`config.mk`:
```
export PLATFORM = sky130hd
export DESIGN_NAME = cla_slice_sequencer_flat
export DESIGN_NICKNAME = d
export VERILOG_FILES = /design/src/rtl/cla_slice_sequencer_if.sv /design/src/rtl/cla_slice_sequencer.sv /design/src/flat_wrapper.sv
export SDC_FILE = /design/constraint.sdc
export NUM_CORES = 1
export LEC_CHECK = 0
export BUFFER_PORTS_ARGS = -buffer_cell sky130_fd_sc_hd__buf_2
export CORE_ASPECT_RATIO = 0.5
export CORE_UTILIZATION = 50
export CTS_CLUSTER_SIZE = 25
export DETAILED_ROUTE_END_ITERATION = 10
export PLACE_DENSITY = 0.85
export SYNTH_ARGS = -nofsm -noshare
export SYNTH_HDL_FRONTEND = slang
export SYNTH_SLANG_ARGS = --single-unit
```
`constraint.sdc`:
```
create_clock -name clk -period 4.9 [get_ports clk]
set_clock_uncertainty 0.05 [all_clocks]
set_input_delay 0.49 -clock clk [delete_from_list [all_inputs] [get_ports clk]]
set_output_delay 0.49 -clock clk [all_outputs]
set_load 0.1 [all_outputs]
```
`src/rtl/cla_slice_sequencer_if.sv`:
```
// ALU-control side of the slice sequencer: start/ready/done handshake,
// operands in, result and flags out.
interface cla_slice_sequencer_if #(
   parameter int WIDTH = 32
);
   logic             start;
   logic             op;
   logic [WIDTH-1:0] in1;
   logic [WIDTH-1:0] in2;
   logic             ready;
   logic             done;
   logic [WIDTH-1:0] result;
   logic             cOut;
   logic             overflow;
   logic             zero;

   modport master (
      output start, op, in1, in2,
      input  ready, done, result, cOut, overflow, zero
   );

   modport slave (
      input  start, op, in1, in2,
      output ready, done, result, cOut, overflow, zero
   );
endinterface

```
`src/rtl/cla_slice_sequencer.sv`:
```
// Time-multiplexes one external 4-bit carry-lookahead slice over a WIDTH-bit
// add/subtract, low nibble first, with the carry registered between slices.
//
// state   | meaning
// --------+-----------------------------------------------------------
// ST_IDLE | ready=1, waiting for start; result/flags hold last answer
// ST_RUN  | one nibble per cycle through the slice, idx = nibble
// ST_DONE | done=1 for one cycle, result and flags valid
module cla_slice_sequencer #(
   parameter int WIDTH = 32
) (
   input  logic                        clk,
   input  logic                        rstN,
   cla_slice_sequencer_if.slave        bus,
   output logic [3:0]                  sliceA,
   output logic [3:0]                  sliceB,
   output logic                        sliceCin,
   input  logic [3:0]                  sliceSum,
   input  logic                        sliceCout
);

   localparam int NSLICE = WIDTH / 4;
   localparam int IDX_W  = (NSLICE > 1) ? $clog2(NSLICE) : 1;
   localparam logic [IDX_W-1:0] IDX_LAST = IDX_W'(NSLICE - 1);

   typedef enum logic [1:0] {
      ST_IDLE = 2'd0,
      ST_RUN  = 2'd1,
      ST_DONE = 2'd2
   } state_t;

   state_t                  state_q;
   state_t                  state_d;

   // Nibble-indexed views so the slice mux and result write use idx directly.
   logic [NSLICE-1:0][3:0]  opa_q;
   logic [NSLICE-1:0][3:0]  opb_q;
   logic [NSLICE-1:0][3:0]  result_q;
   logic                    carry_q;
   logic [IDX_W-1:0]        idx_q;

   logic                    accept;
   logic                    last_slice;
   logic                    ready;
   logic                    done;

   assign accept     = (state_q == ST_IDLE) && bus.start;
   assign last_slice = (idx_q == IDX_LAST);

   always_ff @(posedge clk or negedge rstN) begin
      if (!rstN) begin
         state_q <= ST_IDLE;
      end else begin
         state_q <= state_d;
      end
   end

   always_comb begin
      state_d = state_q;
      ready   = 1'b0;
      done    = 1'b0;
      case (state_q)
         ST_IDLE: begin
            ready = 1'b1;
            if (bus.start) begin
               state_d = ST_RUN;
            end
         end
         ST_RUN: begin
            if (last_slice) begin
               state_d = ST_DONE;
            end
         end
         ST_DONE: begin
            done    = 1'b1;
            state_d = ST_IDLE;
         end
         default: begin
            state_d = ST_IDLE;
         end
      endcase
   end

   // Subtract is folded into the capture: B is inverted and the carry seeded
   // with 1, so the RUN loop is identical for both operations.
   always_ff @(posedge clk or negedge rstN) begin
      if (!rstN) begin
         opa_q    <= '0;
         opb_q    <= '0;
         result_q <= '0;
         carry_q  <= 1'b0;
         idx_q    <= '0;
      end else if (accept) begin
         opa_q   <= bus.in1;
         opb_q   <= bus.in2 ^ {WIDTH{bus.op}};
         carry_q <= bus.op;
         idx_q   <= '0;
      end else if (state_q == ST_RUN) begin
         result_q[idx_q] <= sliceSum;
         carry_q         <= sliceCout;
         if (!last_slice) begin
            idx_q <= idx_q + 1'b1;
         end
      end
   end

   always_comb begin
      sliceA   = 4'h0;
      sliceB   = 4'h0;
      sliceCin = 1'b0;
      if (state_q == ST_RUN) begin
         sliceA   = opa_q[idx_q];
         sliceB   = opb_q[idx_q];
         sliceCin = carry_q;
      end
   end

   assign bus.ready    = ready;
   assign bus.done     = done;
   assign bus.result   = result_q;
   assign bus.cOut     = carry_q;
   // Uses the post-inversion B, so the same test covers add and subtract.
   assign bus.overflow = (opa_q[NSLICE-1][3] == opb_q[NSLICE-1][3]) &&
                         (result_q[NSLICE-1][3] != opa_q[NSLICE-1][3]);
   assign bus.zero     = (result_q == '0);

endmodule

```
`src/flat_wrapper.sv`:
```
// flat-port wrapper written by rule: the top's interface ports become plain ports
module cla_slice_sequencer_flat 
#(
   parameter int WIDTH = 32
)
  (clk, rstN, sliceA, sliceB, sliceCin, sliceSum, sliceCout, bus_start, bus_op, bus_in1, bus_in2, bus_ready, bus_done, bus_result, bus_cOut, bus_overflow, bus_zero);
  cla_slice_sequencer_if #(.WIDTH(WIDTH)) bus_i ();
  input  logic clk;
  input  logic rstN;
  output logic [3:0] sliceA;
  output logic [3:0] sliceB;
  output logic sliceCin;
  input  logic [3:0] sliceSum;
  input  logic sliceCout;
  input wire logic [$bits(bus_i.start)-1:0] bus_start;
  input wire logic [$bits(bus_i.op)-1:0] bus_op;
  input wire logic [$bits(bus_i.in1)-1:0] bus_in1;
  input wire logic [$bits(bus_i.in2)-1:0] bus_in2;
  output wire logic [$bits(bus_i.ready)-1:0] bus_ready;
  output wire logic [$bits(bus_i.done)-1:0] bus_done;
  output wire logic [$bits(bus_i.result)-1:0] bus_result;
  output wire logic [$bits(bus_i.cOut)-1:0] bus_cOut;
  output wire logic [$bits(bus_i.overflow)-1:0] bus_overflow;
  output wire logic [$bits(bus_i.zero)-1:0] bus_zero;
  assign bus_i.start = bus_start;
  assign bus_i.op = bus_op;
  assign bus_i.in1 = bus_in1;
  assign bus_i.in2 = bus_in2;
  assign bus_ready = bus_i.ready;
  assign bus_done = bus_i.done;
  assign bus_result = bus_i.result;
  assign bus_cOut = bus_i.cOut;
  assign bus_overflow = bus_i.overflow;
  assign bus_zero = bus_i.zero;
  cla_slice_sequencer #(.WIDTH(WIDTH)) u_core (.clk(clk), .rstN(rstN), .bus(bus_i), .sliceA(sliceA), .sliceB(sliceB), .sliceCin(sliceCin), .sliceSum(sliceSum), .sliceCout(sliceCout));
endmodule
```
==> key figures <==
Status
  – Outcome: finished, final reports clean

Synthesis
  – Top-area cell type share of the netlist area: 52.2%
  – Synth async-reset ratio: 100%
  – Largest family of logic cells by synthesized area: multiplexers
  – Post-synthesis mux area share: 20.8%
  – Post-Synth Simple-Gate Area: 10.4%
  – Top_reg_cell synth: dfrtp_1
  – Yosys top cell by area: dfrtp_1
  – Register area share after synthesis: 52.2%
  – Top cells by area, synth: dfrtp_1, mux2_2, xnor2_1, a21oi_1, nor2_1
  – Syn Nets: 486
  – Average cell area after synthesis: 11.9 um^2
  – Compound-Gate Fraction of Synth Area: 7.13%
  – Post-synthesis adder-cell area fraction: 0.511%
  – Post-synthesis xor/xnor area fraction: 5.73%
  – Yosys reg bits: 102
  – Syn. warnings: 0
  – Cell Area, Synth: 0.00489 mm^2
  – Number of distinct library cells after synthesis: 30
  – Synth Instances: 411
  – EDFF count, synth: 0

Drt
  – DRT Wirelength: 10.5 mm
  – Vias: 3542
  – Routed len/inst: 15.9 um
  – Vias per inst: 5.38
  – DR DRC count: 0
  – Number of routed nets with antenna violations: 0
  – Initial DRC Count: 187
  – Pre-antenna DRT Iters: 5

Global routing
  – Largest net degree at the start of global routing: 71
  – Initial antenna violation count: 0
  – Global-route wire length before repair: 17.6 mm
  – GR Util All Layers: 22.4%
  – Vias in the first global route: 3506
  – Gr ovfl total: 0

Timing
  – Setup WS post-layout: 1680 ps
  – Final hold vios: 0
  – Unrepaired setup endpoints after global routing: false
  – Tightest Pin Transition: 1090 ps
  – Max transition margin: 27.3%
  – Max Freq: 311 MHz
  – Minimum clock period: 3220 ps
  – Setup Viol. Count Final: 0
  – Ratio of final minimum period to clock period: 65.7%
  – TNS Setup: 0 ps
  – Slew Viols, Final: 0

Clocking
  – Clock Tree Buf Depth: 2
  – Postcts setup bufs: 0
  – Worst-skew pair later-pin latency: 340 ps
  – CTS Root Cell: clkbuf_16
  – Max H-tree Level: 3
  – Post-CTS resize count: 0
  – Reg clk slew, reported paths: 70 ps
  – TritonCTS clock tree: built
  – Clock Sinks: 102
  – Inserted Clock Buffers: 9
  – # hold bufs at CTS: 0

Cells and area
  – Fraction of layout cells with a size suffix above 1: 42.6%
  – Area Growth Syn to Fin: 19.5%
  – Nets: 593
  – Antenna cell count: 0
  – Fin util: 61.7%

Job
  – Max Cap Violations: 0

Place
  – GP Congestion: 0.754
  – Detailed placement HPWL: 7.42 mm
  – Setup slack at placement: 2060 ps
  – IO buf count: 118

Critical path
  – Reg2reg end: u_core.idx_q[0]
  – R2R depth: 5
  – Crit path kind: flip-flop to output pin
  – Arrival @ worst endpoint: 2680 ps
  – CP endpoint kind: output pin
  – WP depth: 4
  – Setup crit start: u_core.idx_q[0]
  – Worst-path cell chain: nor2b_1, a22oi_1, a31oi_1, buf_2
  – Crit-path max cell delay: 1030 ps
  – Register-to-register setup slack: 2520 ps
  – Reg2reg start: u_core.idx_q[1]
  – Crit path capture: sliceB[2]
  – Buf+Inv Stages, Crit Path: 1
  – Crit path max-delay family: flip-flops
  – WP data required: 4360 ps
  – Crit path launch type: flip-flop
  – Critical Path Slowest Stage Cell: dfrtp_1
  – Crit Path Max Fanout: 28

Floorplan
  – Row count: 25
  – Starting Density: 51.6%
  – Die H: 72.0 um
  – Die W: 142 um
  – Die Area: 0.0102 mm^2
  – I/O pin total: 119
  – Core area: 0.00948 mm^2

Worst hold path
  – Worst hold-check path type: input port to async pin
-- kinds of logic (layout without fill, tap and decap cells) --
| kind of cell | Yosys count | count (layout) |
|---|---|---|
| AOI/OAI and AO/OA | 59 | 59 |
| buffers and inverters | 30 | 142 |
| DFF | 102 | 102 |
| and+or+nand+nor | 101 | 101 |
| muxes | 85 | 85 |
| adders and majority gates | 2 | 2 |
| xor gates and xnor gates | 32 | 32 |
-- registers in the layout (all words and copies together) (netlist names) --
name	count
u_core.state_q	2
u_core.bus.cOut	1
u_core.bus.result	32
u_core.opb_q	32
u_core.idx_q	3
u_core.opa_q	32
-- cells in the mapped netlist, types with 5 or more instances --
cell type,number
nor2b_1,5
a32oi_1,5
dfrtp_1,102
a31oi_1,5
xnor2_1,32
mux2_2,75
nand2_1,19
nor4_1,8
clkbuf_1,6
a21oi_1,38
mux4_2,6
nand2b_1,13
buf_2,15
nor2_1,40
-- worst reg2reg max path: stages (launching register included) --
cell and delay, ps:
dfrtp_1 790, ha_1 410, ha_1 200, nor3b_1 380, nor2_1 150, mux2_2 290
-- cell usage in the layout, fill, tap and decap left out, types with 2 or more instances in the layout --
cell type	n
a211o_1	3
a21oi_1	38
a22o_1	2
a22oi_1	4
a31oi_1	5
a32oi_1	5
buf_2	117
buf_4	5
clkbuf_16	9
clkinvlp_4	3
dfrtp_1	102
ha_1	2
inv_1	4
mux2_2	75
mux2i_1	4
mux4_2	6
nand2_1	19
nand2b_1	13
nand3b_1	3
nand4_1	3
nor2_1	40
nor2b_1	5
nor3_2	3
nor3b_1	3
nor3b_2	2
nor4_1	8
o21ai_0	2
xnor2_1	32
-- worst min-delay path by stage --
| stage | cells past startpoint | to | slack (ps) | from |
|---|---|---|---|---|
| after detailed placement | 1 | u_core.opa_q[1] | 440 | u_core.opa_q[1] |
| after CTS | 1 | u_core.bus.result[16] | 230 | rstN |
| after global routing | 1 | u_core.bus.result[18] | 280 | rstN |
| after floorplan | 0 | u_core.bus.cOut | 140 | rstN |
| after global placement | 1 | u_core.opa_q[1] | 440 | u_core.opa_q[1] |
| final | 1 | u_core.bus.result[16] | 200 | rstN |
-- final cells by class --
type / count / area, um^2
Inverter: 4 / 15.0
Tap cell: 135 / 169
Timing Repair Buffer: 122 / 623
Clock inverter: 6 / 70.1
Clock buffer: 10 / 229
Sequential cell: 102 / 2550
Fill cell: 786 / 3630
Multi-Input combinational cell: 279 / 2190
-- metal layers --
layer / share of wire, % / vias to the layer above / GRT usage [%]
met1: 48 / 1774 / 31.3
met3: 4.4 / 6 / 4.36
li1: - / 1666 / -
met2: 47 / 96 / 35.9
met4: 0.71 / 0 / 6.93
met5: 0 / - / 0
-- per-stage QoR --
stage | instance area (um^2) | instances | hold slack [ps]
floorplan | 4890 | 411 | 144
global placement | 5550 | 642 | 438
detailed placement | 5550 | 642 | 443
CTS | 5850 | 658 | 230
global route | 5850 | 658 | 278
finish | 5850 | 658 | 200
Power is not shown: default switching activity piles up to over one toggle a cycle in this logic, so the estimate is an artifact.
